`src/rtl/tdm_demux_pkg.sv`:
```
// Shared constants and state type for the TDM receive demux.
// TDM_DEMUX_PARITY_EN extends the frame with an even-parity slot.
package tdm_demux_pkg;
  localparam int NUM_CH = 4;
`ifdef TDM_DEMUX_PARITY_EN
  localparam int FRAME_LEN = 5;
`else
  localparam int FRAME_LEN = 4;
`endif
  localparam int SLOT_W = 3;
  localparam logic [SLOT_W-1:0] LAST_SLOT = SLOT_W'(FRAME_LEN - 1);

  typedef enum logic {IDLE, LOCK} state_t;
endpackage

```
`src/rtl/tdm_slot_counter.sv`:
```
// Slot index for the TDM demux: advance/wrap, realign to slot 1 on sync, clear.
module tdm_slot_counter
  import tdm_demux_pkg::*;
(
  input  logic              clk,
  input  logic              rst,
  input  logic              adv,
  input  logic              realign,
  input  logic              clear,
  output logic [SLOT_W-1:0] slot
);

  // realign means the current en cycle was consumed as slot 0
  always_ff @(posedge clk or posedge rst) begin
    if (rst)          slot <= '0;
    else if (clear)   slot <= '0;
    else if (realign) slot <= SLOT_W'(1);
    else if (adv)     slot <= (slot == LAST_SLOT) ? '0 : slot + 1'b1;
  end

endmodule

```
`src/rtl/tdm_1_to_4_demux.sv`:
```
// TDM receive demux: locks to sync, gathers slot bits into a frame word.
// TDM_DEMUX_PARITY_EN adds a parity slot and the parity_err output.
module tdm_1_to_4_demux
  import tdm_demux_pkg::*;
#(
  parameter int TIMEOUT = 16
) (
  input  logic              clk,
  input  logic              rst,
  input  logic              din,
  input  logic              sync,
  input  logic              en,
  output logic [NUM_CH-1:0] out,
  output logic              valid,
  output logic [SLOT_W-1:0] slot,
  output logic              locked,
  output logic              sync_err
`ifdef TDM_DEMUX_PARITY_EN
  ,
  output logic              parity_err
`endif
);

  localparam int CW = (TIMEOUT < 2) ? 1 : $clog2(TIMEOUT);
  localparam logic [CW-1:0] TO_LAST = (TIMEOUT == 0) ? '0 : CW'(TIMEOUT - 1);

  state_t                 state;
  logic [FRAME_LEN-2:0]   shadow;
  logic [CW-1:0]          idle_cnt;
  logic                   realign, adv, timeout_hit, clear;

  assign realign     = en & sync & ((state == IDLE) | (slot != '0));
  assign adv         = en & (state == LOCK) & ~realign;
  assign timeout_hit = (TIMEOUT != 0) && (idle_cnt == TO_LAST);
  assign clear       = (state == LOCK) & ~en & timeout_hit;
  assign locked      = (state == LOCK);

  tdm_slot_counter u_slot (
    .clk     (clk),
    .rst     (rst),
    .adv     (adv),
    .realign (realign),
    .clear   (clear),
    .slot    (slot)
  );

  always_ff @(posedge clk or posedge rst) begin
    if (rst) begin
      state    <= IDLE;
      shadow   <= '0;
      idle_cnt <= '0;
      out      <= '0;
      valid    <= 1'b0;
      sync_err <= 1'b0;
`ifdef TDM_DEMUX_PARITY_EN
      parity_err <= 1'b0;
`endif
    end else begin
      valid    <= 1'b0;
      sync_err <= 1'b0;
`ifdef TDM_DEMUX_PARITY_EN
      parity_err <= 1'b0;
`endif
      case (state)
        IDLE: begin
          idle_cnt <= '0;
          if (en && sync) begin
            shadow[0] <= din;
            state     <= LOCK;
          end
        end
        LOCK: begin
          if (en) begin
            idle_cnt <= '0;
            if (realign) begin
              // misplaced sync: drop the partial frame, this bit is slot 0
              sync_err  <= 1'b1;
              shadow[0] <= din;
            end else begin
              for (int i = 0; i < FRAME_LEN - 1; i++)
                if (slot == SLOT_W'(i)) shadow[i] <= din;
              if (slot == LAST_SLOT) begin
                valid <= 1'b1;
`ifdef TDM_DEMUX_PARITY_EN
                out        <= shadow[NUM_CH-1:0];
                parity_err <= ^{din, shadow};
`else
                out        <= {din, shadow};
`endif
              end
            end
          end else if (timeout_hit) begin
            state    <= IDLE;
            idle_cnt <= '0;
          end else if (TIMEOUT != 0) begin
            idle_cnt <= idle_cnt + 1'b1;
          end
        end
        default: state <= IDLE;
      endcase
    end
  end

endmodule

```
`config.mk`:
```
export PLATFORM = sky130hd
export DESIGN_NAME = tdm_1_to_4_demux
export DESIGN_NICKNAME = d
export VERILOG_FILES = /design/src/rtl/tdm_demux_pkg.sv /design/src/rtl/tdm_slot_counter.sv /design/src/rtl/tdm_1_to_4_demux.sv
export SDC_FILE = /design/constraint.sdc
export NUM_CORES = 1
export LEC_CHECK = 0
export CAP_MARGIN = 40
export CELL_PAD_IN_SITES_DETAIL_PLACEMENT = 1
export CELL_PAD_IN_SITES_GLOBAL_PLACEMENT = 1
export CORE_MARGIN = 2
export CORE_UTILIZATION = 42
export DETAILED_ROUTE_END_ITERATION = 6
export PLACE_DENSITY = 0.85
export SETUP_SLACK_MARGIN = 0.2
export SKIP_CTS_REPAIR_TIMING = 1
export SLEW_MARGIN = 20
export SYNTH_ARGS = -nofsm -noshare
export SYNTH_HDL_FRONTEND = slang
export SYNTH_SLANG_ARGS = --single-unit
```
`constraint.sdc`:
```
create_clock -name clk -period 2.7 [get_ports clk]
set_input_delay 0.405 -clock clk [delete_from_list [all_inputs] [get_ports clk]]
set_output_delay 0.405 -clock clk [all_outputs]
set_load 0.02 [all_outputs]
```
### Yosys cells after proc, flatten, opt, wreduce, memory -nomap -nowiden

Cells that the tools add are included.

* latch bits: 0
* bits in read-only memories: 0
* bits in writable memories: 0
* memories kept: 0
* word-level logic and storage cells: 59
* register bits after elaboration: 17

* order comparisons: 0
* bitwise operators: 10
* divide/modulo/power cells: 0
* multiply operators: 0
* multiplexer cells: 23
* reduce and logical (&&, ||, !) cells: 8
* add/subtract/negate cells: 2
* shift operators: 0
* equality and inequality tests: 7

Operators by type and width (count)
* $mux W1: 14
* $mux W3: 4
* $reduce_and A4 Y1: 3
* $mux W4: 2
* $pmux W4 S2: 1
* $and A1 B1 Y1: 6
* $eq A3 B2 Y1 const B: 2
* $reduce_bool A3 Y1: 2
* $add A4 B1 Y4 const B: 1
* $eq A4 B4 Y1 const B: 1
* $pmux W1 S2: 2
* $add A3 B1 Y3 const B: 1
* $eq A3 B1 Y1 const B: 1
* $logic_not A3 Y1: 1
* $ne A3 B1 Y1 const B: 1
* $not A1 Y1: 3
* $reduce_and A3 Y1: 1
* $ne A2 B1 Y1 const B: 1
* $ne A2 B2 Y1 const B: 1
* $logic_and A1 B1 Y1: 1
* $or A1 B1 Y1: 1

### Longest topological paths before layout

Gate-level depths: netlist (run 1).

* depth in word-level cells: 8
* depth in mapped cells: 5
* depth with buffers taken out: 5

### Hierarchy

Synthesis (run 1) repeated with hierarchy kept, for this count alone.

* cells, all modules: 64
* area total of the unflattened synthesis: 778.2 um^2

By module, submodules not included
* tdm_1_to_4_demux: cells an instance 48, area each 629.4 um^2, instances 1, sequential area each 350.3 um^2
* tdm_slot_counter: cells an instance 16, area each 148.9 um^2, instances 1, sequential area each 75.1 um^2

### Worst setup path before layout (run 1)

OpenSTA, ideal clock, no wires.

* path kind: reg2reg
* from: reg u_slot.slot[0]
* to: reg out[3]
* stages on the path, launching flop included: 6
* period minus slack after synthesis: 1.689 ns
* arrival: 1.564 ns
* buffers on the path: 0
* setup time: 0.125 ns
* slack: 1.011 ns
* cell sequence: dfrtp_1 -> inv_1 -> ha_1 -> and2b_1 -> nor3_4 -> mux2_2

* cells in the longest elaborated chain, start to end: 5

RTL lines
* start, declared: RTL line tdm_slot_counter.sv:10 `output logic [SLOT_W-1:0] slot`
* start signal, assigned: RTL line tdm_slot_counter.sv:18 `else if (adv) slot <= (slot == LAST_SLOT) ? '0 : slot + 1'b1;`
* $reduce_bool A3 Y1: RTL line tdm_1_to_4_demux.sv:32 `assign realign = en & sync & ((state == IDLE) | (slot != '0));`
* $or A1 B1 Y1: RTL line tdm_1_to_4_demux.sv:32
* $and A1 B1 Y1: RTL line tdm_1_to_4_demux.sv:32
* $not A1 Y1 (no source line)
* $reduce_and A4 Y1 (no source line) *
* end signal, assigned: RTL line tdm_1_to_4_demux.sv:88 `out <= {din, shadow};`
* end, declared: RTL line tdm_1_to_4_demux.sv:13 `output logic [NUM_CH-1:0] out,`

Every way passes the cells marked *; elsewhere a longest branch is shown, timed or not.
A chain may end at the register's enable or synchronous reset.

### Worst setup path in the final report (run 1)

* from: reg u_slot.slot[2]
* to: out slot[2]

RTL lines
* end, declared: RTL line tdm_1_to_4_demux.sv:15 `output logic [SLOT_W-1:0] slot,`

No word-level cell between the ends.

==> reports/metrics.csv, run 1 <==
stage,metric,value,unit
outcome,outcome,completed,
sta,finalHoldViolCount,0,
sta,period_share,69.74,%
synthesis,synth.top_cell.area_share,53.21,%
floorplanning,die_w,47.63,µm
finish,multi_input_area,359.1,µm²
finish,fillers,204,
synthesis,synth-edff-count,0,
floorplanning,die_area,0.002269,mm²
worst_setup_path,crit_fanout,7,
worst_setup_path,critPathKind,register to output port,
sta,fin_crit,1.883,ns
synthesis,synth_common_cells,"17 x dfrtp_1, 5 x ha_1, 5 x mux2_2, 5 x nor2_1, 4 x inv_1",
detailed_routing,routed_via_density,4.925,
grt,grt_pass1_wl,2.118,mm
cts,cts_buffers,3,
detailed_routing,drtAntennaViolNets,0,
worst_setup_path,cp.required,2.30,ns
placement,placedCellCount,103,
synthesis,syn_area_per_cell,12.49,µm²
synthesis,yosysWarnings,0,
grt,grt_max_degree,18,
finish,area_delta_synth_final,24.73,%
detailed_routing,wl_per_cell,13.03,µm
detailed_routing,first_pass_iters,2,
finish,diodes,0,
power_and_ir_drop,peakVddDrop,0.0004325,V
grt,grt_pass1_vias,480,
cts,root_buffer,clkbuf_4,
cts,htreeDepth,1,
cts,tritoncts,built,
finish,finalNonFillerCells,107,
cts,clock_latency,0.28,ns
synthesis,syn-num-nets,74,
floorplanning,initial_core_util,45.32,%
worst_setup_path,critPathLaunchType,register,
placement,place.detailed.hpwl,1.063,mm
detailed_routing,initialDrtViolationCount,5,
worst_setup_path,worstPathCellList,clkdlybuf4s50_1,
sta,fmax,531.1,MHz
detailed_routing,dr_total_vias,527,
placement,gp_congestion,0.8180,
synthesis,synth_ff_type,dfrtp_1,
sta,tns,0,ns
finish,drive_gt1_share,15.85,%
sta,setup_viol,0,
placement,io_buffers,14,
synthesis,synth_cell_types,27,
worst_setup_path,crit_buf_inv,1,
synthesis,synthMostInstantiatedCell,dfrtp_1,
cts,cts.sinks,17,
job,maxCapViolCount,0,
cts,clk_path_buf_depth,2,
power_and_ir_drop,p_per_area,855.4,mW/mm²
sta,finalMaxSlewViolations,0,
worst_hold_path,min_path_type,register to register,
grt,grt_overflow,0,
worst_setup_path,max_stage_delay,0.67,ns
worst_setup_path,cpMaxStageDelayCell,clkdlybuf4s50_1,
finish,nNetsFinal,93,
power_and_ir_drop,leakage,0.4420,nW
sta,rsz0062_at_grt,no,
synthesis,synth_cells,64,
sta,skew,0.003152,ns
grt,antenna_found_initial,0,
synthesis,ys_seq_area_share,53.21,%
finish,register_area,425.4,µm²
worst_setup_path,worstPathArrival,1.48,ns
placement,placed_area,970.9,µm²
detailed_routing,finalWirelength,1.394,mm
worst_setup_path,critPathTopFamily,buffers and inverters,
floorplanning,die_y,47.63,µm
synthesis,synth.top_cells.by_area,"dfrtp_1 53%, ha_1 7.8%, mux2_2 7.0%",
detailed_routing,drc,0,
synthesis,async_flop_share,100.0,%
finish,fin_area,997.2,µm²
floorplanning,rows,15,
synthesis,synth_seq_cells,17,
sta,maxSlewHeadroom,56.45,%
floorplanning,pin_count,15,
grt,track_usage,13.84,%
synthesis,synth_top_area_cell,dfrtp_1,
cts,clk_pin_slew,0.09,ns
worst_setup_path,end_kind,output port,
synthesis,synth.cell_area,799.5,µm²
sta,tightest_slew,0.6525,ns
floorplanning,coreArea,0.001764,mm²
==> final timing paths <==
path,from,end,slack (ns),cells past startpoint
worst min-delay path,shadow[1],shadow[1],0.49,1
worst max register to register,u_slot.slot[0],out[3],0.93,5
max in group asynchronous,rst,u_slot.slot[2],1.78,2
min in group asynchronous,rst,shadow[2],0.51,2
worst max-delay path,u_slot.slot[2],slot[2],0.82,1
worst min register to register,shadow[1],shadow[1],0.49,1
==> power by group <==
group,internal [mW],switching [mW]
clock,0.0572,0.0730
sequential,0.326,0.0459
combinational,0.185,0.166
total,0.568,0.285
==> flip-flops by register name, summed over array words and instances (netlist names) <==
signal       flops
idle_cnt         4
out              4
shadow           3
u_slot.slot      3
locked           1
sync_err         1
valid            1
==> cells in the final DEF (no fill, tap or decap), drive strengths merged, types with 2 or more instances in the layout <==
| cell type | instances |
|---|---|
| dfrtp | 17 |
| clkbuf | 4 |
| clkdlybuf4s50 | 14 |
| nor4b | 2 |
| nand3 | 2 |
| nor2 | 5 |
| ha | 5 |
| nand2 | 3 |
| mux2 | 7 |
| inv | 4 |
| a21oi | 2 |
| nor3 | 4 |
==> stage by stage <==
step                hold slack, ns  utilization (%)  total power, mW  setup slack, ns
floorplan                   0.3311                -           0.5877            1.011
global placement            0.4724            55.04           0.7234           0.8023
detailed placement          0.4741            55.04           0.7312           0.7856
CTS                         0.4964            56.52           0.8674           0.7929
global route                0.5133            56.52           0.9134           0.7586
finish                      0.4911            56.52           0.8530           0.8171
==> per-layer routing <==
metal	vias up	global-route usage, %	wire, µm
met5	-	0	0
met4	0	6.486	0
met3	0	3.396	49
met2	10	18.65	576
met1	257	20.66	768
li1	260	-	-
==> kinds of logic (layout without fill, tap and decap cells) <==
logic type               count (synthesis)  count (layout)  synth area share, %
AO/OA/AOI/OAI                            7               7                5.947
XOR/XNOR                                 1               1                1.096
adder cells (fa/ha/maj)                  5               5                7.825
buffers and inverters                    4              22                1.877
flip-flops                              17              17                53.21
multiplexers                             8               8                11.11
AND/OR/NAND/NOR                         22              22                18.94
==> cell type report <==
type,instances,area share [%]
Sequential cell,17,42.66
Multi-Input combinational cell,43,36.01
Timing Repair Buffer,14,14.05
Tap cell,25,3.137
Clock buffer,4,2.635
Inverter,4,1.506
(Power assumes the default switching activity.)
==> inputs of run 2 (changes only) <==
CORE_UTILIZATION = 35   (was 42)
PLACE_DENSITY = 0.76   (was 0.85)
clock period = 1.7 ns   (was 2.7 ns; I/O delays follow)
==> reports/metrics.csv, run 2 (synthesis results as in run 1) <==
stage,metric,value,unit,change
finish,diodes,0,,unchanged
floorplanning,die_w,51.80,µm,+8.7%
detailed_routing,drtAntennaViolNets,0,,unchanged
grt,grt_use_met3,2.586,%,-0.81 points
worst_setup_path,end_kind,register,,
grt,track_usage,14.44,%,+0.60 points
cts,clk_path_buf_depth,2,,unchanged
finish,mostFrequentLayoutCell,dfrtp_1,,
grt,grt_use_met2,20.94,%,+2.3 points
floorplanning,initial_core_util,36.49,%,-8.8 points
floorplanning,coreArea,0.002191,mm²,+24%
grt,use_met1,19.22,%,-1.4 points
sta,finalHoldViolCount,0,,unchanged
sta,period_share,94.00,%,
cts,htreeDepth,1,,unchanged
sta,finalMaxSlewViolations,0,,unchanged
finish,reg_top3,"idle_cnt (4), out (4)",,
cts,clock_latency,0.29,ns,about the same
power_and_ir_drop,leakage,0.6174,nW,+40%
placement,gp_congestion,0.7320,,-11%
cts,root_buffer,clkbuf_4,,
grt,grt_pass1_wl,2.684,mm,+27%
finish,area_delta_synth_final,46.48,%,
cts,cts.sinks,17,,unchanged
worst_setup_path,max_stage_delay,0.44,ns,-0.23 ns
floorplanning,die_y,51.80,µm,+8.7%
power_and_ir_drop,p_per_area,1347,mW/mm²,+57%
worst_setup_path,crit_fanout,5,,-2
sta,maxSlewHeadroom,79.21,%,+23 points
power_and_ir_drop,pwr-share-clk,13.4,%,-1.9 points
finish,fin_util,53.46,%,-3.1 points
power_and_ir_drop,peakVddDrop,0.0006328,V,+46%
placement,io_buffers,14,,unchanged
floorplanning,die_area,0.002683,mm²,+18%
detailed_routing,finalWirelength,1.765,mm,+27%
detailed_routing,initialDrtViolationCount,1,,-4
cts,tritoncts,built,,
cts,cts_buffers,3,,unchanged
outcome,outcome,completed,,
power_and_ir_drop,switching_share,34.26,%,+0.89 points
finish,nNetsFinal,103,,+11%
sta,fin_crit,1.598,ns,
sta,fmax,625.8,MHz,
sta,rsz0062_at_grt,yes,,
worst_hold_path,min_path_type,input port to async pin,,
grt,grt_pass1_vias,596,,+24%
grt,grt_max_degree,12,,-6
placement,place.detailed.hpwl,1.260,mm,+19%
power_and_ir_drop,switchingPower,0.5406,mW,+90%
worst_setup_path,cpMaxStageDelayCell,dfrtp_2,,
detailed_routing,routed_via_density,4.967,,+0.84%
finish,drive_gt1_share,38.04,%,+22 points
floorplanning,rows,17,,+2
detailed_routing,wl_per_cell,14.71,µm,+13%
sta,skew,0.005894,ns,+0.002743 ns
grt,grt_overflow,0,,unchanged
cts,clk_pin_slew,0.09,ns,about the same
floorplanning,pin_count,15,,unchanged
power_and_ir_drop,seqPwrFrac,37.9,%,-5.7 points
detailed_routing,first_pass_iters,4,,+2
worst_setup_path,cp.required,1.88,ns,-0.42 ns
grt,antenna_found_initial,0,,unchanged
sta,tightest_slew,0.3107,ns,-0.3419 ns
worst_setup_path,worstPathArrival,1.78,ns,+0.30 ns
power_and_ir_drop,power_frac_comb,48.7,%,+7.6 points
detailed_routing,dr_total_vias,596,,+13%
job,maxCapViolCount,0,,unchanged
finish,layout_common_cells,"13 x dfrtp_1, 10 x dlymetal6s2s_1, 10 x buf_4, 5 x nor2_1",,
grt,busiest_layer,met2,,
worst_setup_path,worstPathCellList,inv_2 -> ha_4 -> and2b_4 -> nor3_4 -> mux2_2,,
worst_setup_path,critPathTopFamily,flip-flops,,
worst_setup_path,crit_buf_inv,1,,unchanged
power_and_ir_drop,power.internal,1.037,mW,+83%
sta,setup_viol,0,,unchanged
worst_setup_path,critPathKind,register to register,,
sta,tns,0,ns,unchanged
detailed_routing,drc,0,,unchanged
worst_setup_path,critPathLaunchType,register,,
-- run 2: changes by cell type in the layout (fill, tap and decap cells not counted), sizes merged --
cell           previous run  this run
clkdlybuf4s50            14         4
buf                       0        10
clkinv                    0         1
dlymetal6s2s              0        10
clkbuf                    4         3
-- run 2: power groups by stage --
stage | logic [mW] | registers [mW] | clock network, mW
2_1_floorplan | 0.270 | 0.693 | 0
3_3_place_gp | 0.583 | 0.611 | 0
3_5_place_dp | 0.603 | 0.611 | 0
4_1_cts | 0.609 | 0.606 | 0.221
5_1_grt | 0.824 | 0.617 | 0.247
6_report | 0.769 | 0.598 | 0.211
-- run 2: worst paths after layout --
path	startpoint	to	slack, ns	cells past startpoint
worst max-delay path	u_slot.slot[1]	out[1]	0.10	5
worst min-delay path	rst	idle_cnt[0]	0.18	2
worst max register to register	u_slot.slot[1]	out[1]	0.10	5
worst min register to register	idle_cnt[0]	idle_cnt[0]	0.50	1
max in group asynchronous	rst	locked	1.09	3
min in group clk	idle_cnt[0]	idle_cnt[0]	0.50	1
-- run 2: area by class of cell --
class	count	area (µm²)
fill	237	1020
sequential	17	430.4
multi-input combinational	43	422.9
timing repair buffer	24	240.2
tap	28	35.03
clock buffer	3	22.52
inverter	4	15.01
clock inverter	1	5.005
-- run 2: per-layer routing --
| metal | routed length [µm] | vias up |
|---|---|---|
| met5 | 0 | - |
| met4 | 57 | 0 |
| met3 | 56 | 5 |
| met2 | 785 | 13 |
| met1 | 866 | 295 |
| li1 | - | 283 |
-- run 2: through the flow --
stage	cell area, µm²	total power, mW	instances	hold WS (ns)	setup WS (ns)
global placement	1028	1.194	111	0.4745	0.04557
detailed placement	1028	1.214	111	0.4713	0.006643
finish	1171	1.578	120	0.1758	0.1021
CTS	1056	1.436	115	0.1812	-0.09465
global route	1171	1.689	120	0.1785	0.03264
floorplan	815.8	0.9629	64	0.1809	0.1150
